$ cat config.mk
export PLATFORM = sky130hd
export DESIGN_NAME = perceptron_trainer_flat
export DESIGN_NICKNAME = d
export VERILOG_FILES = /design/src/rtl/perceptron_trainer_if.sv /design/src/rtl/perceptron_trainer.sv /design/src/flat_wrapper.sv
export SDC_FILE = /design/constraint.sdc
export NUM_CORES = 2
export LEC_CHECK = 0
export ABC_AREA = 1
export CAP_MARGIN = 5
export CORE_ASPECT_RATIO = 0.7
export CORE_MARGIN = 5
export CORE_UTILIZATION = 50
export DETAILED_ROUTE_END_ITERATION = 7
export PLACE_DENSITY = 0.71
export SLEW_MARGIN = 10
export SYNTH_ARGS = -nofsm -noshare
export SYNTH_HDL_FRONTEND = slang
export SYNTH_SLANG_ARGS = --single-unit
export TNS_END_PERCENT = 50
$ cat constraint.sdc
create_clock -name clk -period 12.05 [get_ports clk]
set_input_delay 3.0125 -clock clk [delete_from_list [all_inputs] [get_ports clk]]
set_output_delay 3.0125 -clock clk [all_outputs]
set_load 0.02 [all_outputs]
$ cat src/rtl/perceptron_trainer_if.sv
// Execute-side branch stream plus the predictor update port used by the perceptron trainer.
// master = execute/predictor environment, slave = trainer.
interface perceptron_trainer_if #(
  parameter int GHR_SIZE = 12
);
  logic                    execute_valid;
  logic [31:0]             execute_PC4;
  logic [31:0]             execute_target;
  logic                    execute_dir;
  logic                    execute_pred_dir;
  logic [8*GHR_SIZE-1:0]   execute_weights;
  logic [GHR_SIZE-1:0]     execute_ghr;
  logic [7:0]              execute_sum;
  logic                    soin_bpredictor_stall;
  logic                    trainer_full;
  logic                    execute_bpredictor_update;
  logic [31:0]             execute_bpredictor_PC4;
  logic [31:0]             execute_bpredictor_target;
  logic                    execute_bpredictor_dir;
  logic                    execute_bpredictor_miss;
  logic [8*GHR_SIZE-1:0]   execute_bpredictor_data;
  logic [15:0]             trainer_drop_count;

  modport master (
    output execute_valid, execute_PC4, execute_target, execute_dir, execute_pred_dir,
           execute_weights, execute_ghr, execute_sum, soin_bpredictor_stall,
    input  trainer_full, execute_bpredictor_update, execute_bpredictor_PC4,
           execute_bpredictor_target, execute_bpredictor_dir, execute_bpredictor_miss,
           execute_bpredictor_data, trainer_drop_count
  );

  modport slave (
    input  execute_valid, execute_PC4, execute_target, execute_dir, execute_pred_dir,
           execute_weights, execute_ghr, execute_sum, soin_bpredictor_stall,
    output trainer_full, execute_bpredictor_update, execute_bpredictor_PC4,
           execute_bpredictor_target, execute_bpredictor_dir, execute_bpredictor_miss,
           execute_bpredictor_data, trainer_drop_count
  );
endinterface

$ cat src/rtl/perceptron_trainer.sv
// Perceptron predictor trainer: clears the weight tables after reset, then applies the
// saturating perceptron rule to each resolved branch and queues the resulting table writes.
module perceptron_trainer #(
  parameter int GHR_SIZE = 12,
  parameter int ENTRIES  = 64,
  parameter int THETA    = 37,
  parameter int QDEPTH   = 4
) (
  input logic                clk,
  input logic                reset,
  perceptron_trainer_if.slave bus
);
  localparam int DW       = 8 * GHR_SIZE;
  localparam int HOB_BASE = 5 * GHR_SIZE;
  localparam int IDX_W    = (ENTRIES > 1) ? $clog2(ENTRIES) : 1;
  localparam int PTR_W    = (QDEPTH > 1) ? $clog2(QDEPTH) : 1;
  localparam int OCC_W    = PTR_W + 2;
  localparam int QW       = DW + 66;
  localparam logic [IDX_W-1:0] IDX_LAST = IDX_W'(ENTRIES - 1);
  localparam logic [8:0]       THETA_9  = 9'(THETA);
  localparam logic [OCC_W-1:0] QDEPTH_O = OCC_W'(QDEPTH);

  typedef enum logic [0:0] {ST_INIT = 1'b0, ST_RUN = 1'b1} state_t;

  function automatic logic [7:0] sat_step(input logic [7:0] w, input logic up);
    logic [7:0] r;
    if (up) r = (w == 8'h7F) ? w : w + 8'd1;
    else    r = (w == 8'h80) ? w : w - 8'd1;
    return r;
  endfunction

  // Weights live split as HOB (3 bits) and LOB (5 bits) fields of the table word.
  function automatic logic [DW-1:0] train_vector(input logic [DW-1:0] base,
                                                 input logic [GHR_SIZE-1:0] ghr,
                                                 input logic dir, input logic en);
    logic [DW-1:0] r;
    logic [7:0]    w;
    r = base;
    for (int i = 0; i < GHR_SIZE; i++) begin
      w = {base[HOB_BASE+3*i +: 3], base[5*i +: 5]};
      w = en ? sat_step(w, dir ~^ ghr[i]) : w;
      r[HOB_BASE+3*i +: 3] = w[7:5];
      r[5*i +: 5]          = w[4:0];
    end
    return r;
  endfunction

  state_t               state_r;
  logic [IDX_W-1:0]     idx_r;
  logic                 s1_valid_r;
  logic [31:0]          s1_pc4_r;
  logic [31:0]          s1_target_r;
  logic                 s1_dir_r;
  logic                 s1_miss_r;
  logic [GHR_SIZE-1:0]  s1_ghr_r;
  logic [7:0]           s1_sum_r;
  logic [DW-1:0]        s1_weights_r;
  logic                 last_valid_r;
  logic [31:0]          last_pc4_r;
  logic [DW-1:0]        last_data_r;
  logic [QW-1:0]        q_mem_r [QDEPTH];
  logic [PTR_W-1:0]     wr_ptr_r;
  logic [PTR_W-1:0]     rd_ptr_r;
  logic [PTR_W:0]       count_r;
  logic [15:0]          drop_count_r;

  logic                 full_s;
  logic                 acc_s;
  logic                 push_s;
  logic                 pop_s;
  logic                 update_s;
  logic                 stall_s;
  logic [OCC_W-1:0]     occ_s;
  logic [DW-1:0]        base_s;
  logic [8:0]           sum_ext_s;
  logic [8:0]           abs_s;
  logic                 do_train_s;
  logic [DW-1:0]        trained_s;
  logic [QW-1:0]        head_s;
  logic [31:0]          out_pc4_s;
  logic [31:0]          out_target_s;
  logic                 out_dir_s;
  logic                 out_miss_s;
  logic [DW-1:0]        out_data_s;

  assign stall_s = bus.soin_bpredictor_stall;
  assign occ_s   = OCC_W'(count_r) + OCC_W'(s1_valid_r);
  assign full_s  = (state_r == ST_INIT) || (occ_s >= QDEPTH_O);
  assign acc_s   = bus.execute_valid && !full_s;
  assign push_s  = s1_valid_r;
  assign pop_s   = (state_r == ST_RUN) && (count_r != '0) && !stall_s;
  assign head_s  = q_mem_r[rd_ptr_r];

  // Training datapath on the S1 snapshot, forwarding the last trained entry for the same PC.
  always_comb begin
    base_s     = (last_valid_r && (last_pc4_r == s1_pc4_r)) ? last_data_r : s1_weights_r;
    sum_ext_s  = {s1_sum_r[7], s1_sum_r};
    abs_s      = s1_sum_r[7] ? (9'd0 - sum_ext_s) : sum_ext_s;
    do_train_s = s1_miss_r || (abs_s <= THETA_9);
    trained_s  = train_vector(base_s, s1_ghr_r, s1_dir_r, do_train_s);
  end

  // Update-port mux: table clear sweep during INIT, queue head during RUN.
  always_comb begin
    update_s     = 1'b0;
    out_pc4_s    = 32'd0;
    out_target_s = 32'd0;
    out_dir_s    = 1'b0;
    out_miss_s   = 1'b0;
    out_data_s   = '0;
    if (state_r == ST_INIT) begin
      update_s  = 1'b1;
      out_pc4_s = 32'({idx_r, 2'b00}) + 32'd4;
    end else begin
      update_s     = (count_r != '0);
      out_pc4_s    = head_s[QW-1 -: 32];
      out_target_s = head_s[QW-33 -: 32];
      out_dir_s    = head_s[DW+1];
      out_miss_s   = head_s[DW];
      out_data_s   = head_s[DW-1:0];
    end
  end

  assign bus.trainer_full              = full_s;
  assign bus.execute_bpredictor_update = update_s;
  assign bus.execute_bpredictor_PC4    = out_pc4_s;
  assign bus.execute_bpredictor_target = out_target_s;
  assign bus.execute_bpredictor_dir    = out_dir_s;
  assign bus.execute_bpredictor_miss   = out_miss_s;
  assign bus.execute_bpredictor_data   = out_data_s;
  assign bus.trainer_drop_count        = drop_count_r;

  // Mode FSM and the table-clear index; the index only moves when the predictor takes the write.
  always_ff @(posedge clk) begin
    if (reset) begin
      state_r <= ST_INIT;
      idx_r   <= '0;
    end else begin
      case (state_r)
        ST_INIT: begin
          if (!stall_s) begin
            if (idx_r == IDX_LAST) begin
              state_r <= ST_RUN;
              idx_r   <= '0;
            end else begin
              idx_r <= idx_r + 1'b1;
            end
          end
        end
        ST_RUN:  state_r <= ST_RUN;
        default: state_r <= ST_INIT;
      endcase
    end
  end

  // S1 capture of an accepted branch and the saturating drop counter.
  always_ff @(posedge clk) begin
    if (reset) begin
      s1_valid_r   <= 1'b0;
      s1_pc4_r     <= 32'd0;
      s1_target_r  <= 32'd0;
      s1_dir_r     <= 1'b0;
      s1_miss_r    <= 1'b0;
      s1_ghr_r     <= '0;
      s1_sum_r     <= 8'd0;
      s1_weights_r <= '0;
      drop_count_r <= 16'd0;
    end else begin
      s1_valid_r <= acc_s;
      if (acc_s) begin
        s1_pc4_r     <= bus.execute_PC4;
        s1_target_r  <= bus.execute_target;
        s1_dir_r     <= bus.execute_dir;
        s1_miss_r    <= bus.execute_dir ^ bus.execute_pred_dir;
        s1_ghr_r     <= bus.execute_ghr;
        s1_sum_r     <= bus.execute_sum;
        s1_weights_r <= bus.execute_weights;
      end
      if (bus.execute_valid && full_s && (drop_count_r != 16'hFFFF)) begin
        drop_count_r <= drop_count_r + 16'd1;
      end
    end
  end

  // Queue pointers/occupancy and the last-trained-entry forwarding record.
  always_ff @(posedge clk) begin
    if (reset) begin
      wr_ptr_r     <= '0;
      rd_ptr_r     <= '0;
      count_r      <= '0;
      last_valid_r <= 1'b0;
      last_pc4_r   <= 32'd0;
      last_data_r  <= '0;
    end else begin
      if (push_s) begin
        wr_ptr_r     <= wr_ptr_r + 1'b1;
        last_valid_r <= 1'b1;
        last_pc4_r   <= s1_pc4_r;
        last_data_r  <= trained_s;
      end
      if (pop_s) begin
        rd_ptr_r <= rd_ptr_r + 1'b1;
      end
      case ({push_s, pop_s})
        2'b10:   count_r <= count_r + 1'b1;
        2'b01:   count_r <= count_r - 1'b1;
        default: count_r <= count_r;
      endcase
    end
  end

  // Queue storage; contents are qualified by count, so no reset is needed.
  always_ff @(posedge clk) begin
    if (push_s) begin
      q_mem_r[wr_ptr_r] <= {s1_pc4_r, s1_target_r, s1_dir_r, s1_miss_r, trained_s};
    end
  end
endmodule

$ cat src/flat_wrapper.sv
// flat-port wrapper written by rule: the top's interface ports become plain ports
module perceptron_trainer_flat 
#(
  parameter int GHR_SIZE = 12,
  parameter int ENTRIES  = 64,
  parameter int THETA    = 37,
  parameter int QDEPTH   = 4
)
  (clk, reset, bus_execute_valid, bus_execute_PC4, bus_execute_target, bus_execute_dir, bus_execute_pred_dir, bus_execute_weights, bus_execute_ghr, bus_execute_sum, bus_soin_bpredictor_stall, bus_trainer_full, bus_execute_bpredictor_update, bus_execute_bpredictor_PC4, bus_execute_bpredictor_target, bus_execute_bpredictor_dir, bus_execute_bpredictor_miss, bus_execute_bpredictor_data, bus_trainer_drop_count);
  perceptron_trainer_if #(.GHR_SIZE(GHR_SIZE)) bus_i ();
  input logic clk;
  input logic reset;
  input wire logic [$bits(bus_i.execute_valid)-1:0] bus_execute_valid;
  input wire logic [$bits(bus_i.execute_PC4)-1:0] bus_execute_PC4;
  input wire logic [$bits(bus_i.execute_target)-1:0] bus_execute_target;
  input wire logic [$bits(bus_i.execute_dir)-1:0] bus_execute_dir;
  input wire logic [$bits(bus_i.execute_pred_dir)-1:0] bus_execute_pred_dir;
  input wire logic [$bits(bus_i.execute_weights)-1:0] bus_execute_weights;
  input wire logic [$bits(bus_i.execute_ghr)-1:0] bus_execute_ghr;
  input wire logic [$bits(bus_i.execute_sum)-1:0] bus_execute_sum;
  input wire logic [$bits(bus_i.soin_bpredictor_stall)-1:0] bus_soin_bpredictor_stall;
  output wire logic [$bits(bus_i.trainer_full)-1:0] bus_trainer_full;
  output wire logic [$bits(bus_i.execute_bpredictor_update)-1:0] bus_execute_bpredictor_update;
  output wire logic [$bits(bus_i.execute_bpredictor_PC4)-1:0] bus_execute_bpredictor_PC4;
  output wire logic [$bits(bus_i.execute_bpredictor_target)-1:0] bus_execute_bpredictor_target;
  output wire logic [$bits(bus_i.execute_bpredictor_dir)-1:0] bus_execute_bpredictor_dir;
  output wire logic [$bits(bus_i.execute_bpredictor_miss)-1:0] bus_execute_bpredictor_miss;
  output wire logic [$bits(bus_i.execute_bpredictor_data)-1:0] bus_execute_bpredictor_data;
  output wire logic [$bits(bus_i.trainer_drop_count)-1:0] bus_trainer_drop_count;
  assign bus_i.execute_valid = bus_execute_valid;
  assign bus_i.execute_PC4 = bus_execute_PC4;
  assign bus_i.execute_target = bus_execute_target;
  assign bus_i.execute_dir = bus_execute_dir;
  assign bus_i.execute_pred_dir = bus_execute_pred_dir;
  assign bus_i.execute_weights = bus_execute_weights;
  assign bus_i.execute_ghr = bus_execute_ghr;
  assign bus_i.execute_sum = bus_execute_sum;
  assign bus_i.soin_bpredictor_stall = bus_soin_bpredictor_stall;
  assign bus_trainer_full = bus_i.trainer_full;
  assign bus_execute_bpredictor_update = bus_i.execute_bpredictor_update;
  assign bus_execute_bpredictor_PC4 = bus_i.execute_bpredictor_PC4;
  assign bus_execute_bpredictor_target = bus_i.execute_bpredictor_target;
  assign bus_execute_bpredictor_dir = bus_i.execute_bpredictor_dir;
  assign bus_execute_bpredictor_miss = bus_i.execute_bpredictor_miss;
  assign bus_execute_bpredictor_data = bus_i.execute_bpredictor_data;
  assign bus_trainer_drop_count = bus_i.trainer_drop_count;
  perceptron_trainer #(.GHR_SIZE(GHR_SIZE), .ENTRIES(ENTRIES), .THETA(THETA), .QDEPTH(QDEPTH)) u_core (.clk(clk), .reset(reset), .bus(bus_i));
endmodule
### Word-level counts from Yosys, hierarchy flattened

Memories as Yosys holds them, arrays and structs flattened. A register that Yosys moved wholly into a read port is not among the register bits.
Cells that the tools add are included.

| word-level totals | value |
|---|---|
| bits in registers | 342 |
| bits in writable memories | 648 |
| bits of input ports | 186 |
| output and inout bits | 180 |
| word-level logic and storage cells | 175 |
| memories | 1 |

| cells by class | value |
|---|---|
| add/subtract/negate cells | 33 |
| $lt $le $gt $ge | 2 |
| eq/ne operators | 29 |
| mux-type cells | 65 |
| bitwise gates (word level) | 15 |
| reductions and logical operators | 13 |

Memories:

| memory | depth | width | rd ports | clocked after Yosys merged registers in | write ports | line | source |
|---|---|---|---|---|---|---|---|
| u_core.q_mem_r | 4 | 162 | 1 | 1 | 1 | perceptron_trainer.sv:61 | `logic [QW-1:0] q_mem_r [QDEPTH];` |

Operator list:

| cell | number |
|---|---|
| $mux 8 | 48 |
| $mux 96 | 2 |
| $add 8x1->8 const B | 12 |
| $eq 8x7->1 const B | 12 |
| $eq 8x8->1 const B | 12 |
| $sub 8x1->8 const B | 12 |
| $mux 32 | 2 |
| $eq 32x32->1 | 1 |
| $add 16x1->16 const B | 1 |
| $ne 16x16->1 const B | 1 |
| $xnor 1x1->1 | 12 |
| $add 8x3->9 const B | 1 |
| $le 9x6->1 const B | 1 |
| $mux 9 | 1 |
| $sub 1x8->9 const A | 1 |
| $mux 1 | 7 |
| $add 6x1->6 const B | 1 |
| $eq 6x6->1 const B | 1 |
| $logic_and 1x1->1 | 6 |
| $mux 6 | 1 |
| $pmux 3 s2 | 1 |
| $add 2x1->2 const B | 2 |
| $add 3x1->4 | 1 |
| $ge 4x3->1 const B | 1 |
| other kinds (13) | 17 |

### Longest topological paths before layout

| depth | value |
|---|---|
| depth after elaboration | 7 |
| mapped depth | 25 |
| depth with buffers taken out | 23 |

### Least setup slack after synthesis

No wires, ideal clock.

| timing | value |
|---|---|
| kind | reg-to-reg |
| start | reg u_core.s1_valid_r, in the netlist u_core.push_s |
| end | mem u_core.q_mem_r[0][0] (netlist name), enable pin |
| library setup time | 0.515 ns |
| data arrival time | 4.517 ns |
| required time | 11.535 ns |
| slack | 7.018 ns |
| cell stages (with the launch flop) | 7 |
| path buffers | 4 |
| clock period less this slack | 5.032 ns |
| path through | dfxtp_1 clkbuf_1 clkbuf_1 clkbuf_1 clkbuf_1 nand2_1 inv_1 |

| on the way | value |
|---|---|
| cells in the longest elaborated chain, start to end | 2 |

RTL lines:

| element | line | source |
|---|---|---|
| from (decl) | perceptron_trainer.sv:50 | `logic s1_valid_r;` |
| from (signal assigned) | perceptron_trainer.sv:169 | `s1_valid_r <= acc_s;` |
| $mux 1 | perceptron_trainer.sv:214 | `if (push_s) begin` |
| $mux 1 (implied by the code) | perceptron_trainer.sv:215 | `q_mem_r[wr_ptr_r] <= {s1_pc4_r, s1_target_r, s1_dir_r, s1_miss_r, trained_s};` |
| to (decl) | perceptron_trainer.sv:61 |  |

Every way passes these cells.

==> flow_summary.yaml <==
clock_network:
  insertion_delay_ns: 0.70
  clock-sinks: 992
  ctsHtreeMaxLevel: 3
  post_cts_resized: 0
  numCtsBuffers: 95
  cts.path.max_buffers: 3
  post_cts.repair.setup_buffers: 0
  ctsRootBufferMaster: "clkbuf_16"
  hold_buffers: 0
  cts_tree: "built"
  clk_pin_slew_worst_paths_ns: 0.07
floorplanning:
  die_height_um: 269
  start_util_pct: 50.2
  fp.dieArea_sq_mm: 0.102
  io_pins: 366
  die_w_um: 380
  core_sq_mm: 0.0956
  rows: 95
finish:
  post-route-util_pct: 58.0
  layout-drive-gt1-share_pct: 7.12
  layout_common_cells: "nand2_1, nor2_1, o21ai_0"
  final_common_cell: "nand2_1"
  nets: 6157
  area_delta_synth_final_pct: 15.6
  final_cells: 7279
setup_path:
  rr_worst_depth: 18
  critical_path.cell_chain: "buf_4, buf_4, nor2_1, nor2_1, o21ai_0, a21oi_1, clkdlybuf4s50_1"
  cp-end-kind: "output pin"
  slowest_delay_ns: 0.78
  path_class: "register to output pin"
  cp_data_required_time_ns: 9.04
  worst-path-max-fanout: 78
  cp-start-kind: "register"
  slowest_stage: "buf_4"
  arrival_ns: 4.28
global_route:
  grt_pass1_wl_um: 216000
  gr-total-overflow: 0
  grt_antenna_before_repair: 15
  grt_pass1_vias: 37000
  grt_max_degree: 168
  grt_usage_pct: 26.9
route:
  ant_nets: 0
  first_iter_violations: 4014
  routedWlPerCell_um: 19.6
  routed_wl_um: 142000
  drcViolationCount: 0
  vias: 39900
  viasPerCell: 5.49
  drt_first_pass_iters: 6
sta:
  worst_slack_ns: 4.76
  setup_violations: 0
  finalSetupTns_ns: 0
  skew_ns: 0.0279
  worst_pin_slew_ns: 1.09
  drv_slew: 0
  rsz0062_at_grt: "false"
  fin_crit_ns: 7.29
  slew_headroom_pct: 27.6
  hold_violations: 0
  max_freq_ghz: 0.137
  fin_crit_sh_pct: 60.5
placement:
  gp_congestion: 0.925
  dp_slack_ns: 5.44
  place_hpwl_um: 90300
  io_buffers: 365
  dp.cells: 7090
outcome:
  status: "completed"
power_and_ir_drop:
  ir_worst_vdd_v: 0.000107
  p_leak_nw: 22.0
  power_density_mw_per_mm2: 122
  total_power_mw: 6.76
worst_hold_path:
  hp-class: "register to register"
  whs_path_depth: 2
synth:
  synth-edff-count: 648
  ys_warn_count: 0
  ys_ff_latch: 992
  synth_top_area_share_pct: 40.6
  ys_async_sr_fraction_pct: 0
  synth_ff_type: "edfxtp_1"
  syn_area_sq_mm: 0.0479
  ys_types: 52
  post-synth-top-area-cell: "edfxtp_1"
  syn-mean-instance-area_sq_um: 8.37
  netlist_top_cells_area: "edfxtp_1, dfxtp_1, nand2_1"
  synth_cells: 5729
  ys_seq_area_share_pct: 55.0
  syn-num-nets: 5960
job:
  cap_violations: 0
## cells in the mapped netlist, types with 2 or more instances
library cell,n
a211oi_1,2
a21oi_1,509
a21oi_2,3
a21oi_4,2
a31oi_1,4
buf_1,20
buf_2,25
buf_4,9
buf_6,16
buf_8,2
clkbuf_1,227
clkinv_1,2
dfxtp_1,344
edfxtp_1,648
ha_1,44
inv_1,513
inv_2,56
nand2_1,1059
nand2_2,78
nand2_4,3
nand3_1,398
nand3_2,16
nand3b_1,22
nand4_1,15
nor2_1,856
nor2_2,32
nor2_4,18
nor2_8,2
nor3_1,17
nor3_2,2
nor4_1,2
o211ai_1,3
o21a_1,2
o21ai_0,664
o21ai_1,39
o21ai_2,8
o22ai_1,6
xnor2_1,2
xor2_1,46
## kinds of logic (layout without fill, tap and decap cells)
| family | Yosys count | in the layout | synth area share (%) |
|---|---|---|---|
| other cells | 0 | 9 | 0 |
| xor+xnor | 48 | 48 | 0.877 |
| simple gates | 2523 | 2523 | 22.3 |
| buf+inv | 872 | 1152 | 7.30 |
| flops | 992 | 992 | 55.0 |
| compound gates | 1249 | 1249 | 13.3 |
| fa+ha+maj | 45 | 45 | 1.19 |
## through the flow
step	cell area, sq um	hold WS [ns]
finish	55400	0.451
global route	55400	0.465
CTS	55400	0.449
detailed placement	52200	0.439
global placement	52200	0.436
floorplan	47900	0.424
## path summary, 6_finish.rpt
check                                      startpoint                                  end  slack (ns)
setup / recovery                             register      bus_execute_bpredictor_data[77]        4.76
hold / removal    u_core.s1_weights_r[5]$_SDFFE_PP0P_  u_core.s1_weights_r[5]$_SDFFE_PP0P_        0.45
setup reg to reg      u_core.s1_pc4_r[7]$_SDFFE_PP0P_      u_core.q_mem_r[0][71]$_DFFE_PP_        6.98
hold reg to reg   u_core.s1_weights_r[5]$_SDFFE_PP0P_  u_core.s1_weights_r[5]$_SDFFE_PP0P_        0.45
## per-layer routing
layer  GRT usage, %  vias to the layer above  share of wire (%)
li1               -                    19400                  -
met1           38.5                    18900                 45
met4           8.93                        8                2.9
met5              0                        -              0.036
met2           41.1                     1424                 44
met3           5.92                      210                8.3
## critical path, delay by kind of cell, from the launching register on
family          cells  cell delay, ns
flops               1            0.70
buf+inv             3            2.15
simple gates        2            0.21
compound gates      2            0.43
## registers in the layout (all words and copies together), names as in the netlist, 2 cells and up, named ones only
register,flops
u_core.s1_weights_r,96
u_core.last_data_r,96
u_core.count_r,3
u_core.s1_target_r,32
u_core.s1_ghr_r,12
u_core.rd_ptr_r,2
u_core.s1_pc4_r,32
u_core.s1_sum_r,8
u_core.q_mem_r,648
u_core.idx_r,6
u_core.bus.trainer_drop_count,16
u_core.last_pc4_r,32
u_core.wr_ptr_r,2
## final cells by class
class / count / area, sq um
flip-flops and latches: 992 / 26400
repair buffers: 401 / 3920
diodes: 9 / 22.5
inverters: 571 / 2200
multi-input cells: 3865 / 18100
clock inverters: 67 / 702
well taps: 1261 / 1580
clock buffers: 113 / 2490
fillers: 8560 / 40200
## where the power goes
group	switching, mW	leakage [nW]	internal, mW
clock network	1.35	1.55	1.70
logic	0.0592	11.7	0.0670
registers	0.00241	8.75	3.58
No activity file was read; power rests on OpenSTA's default activity.
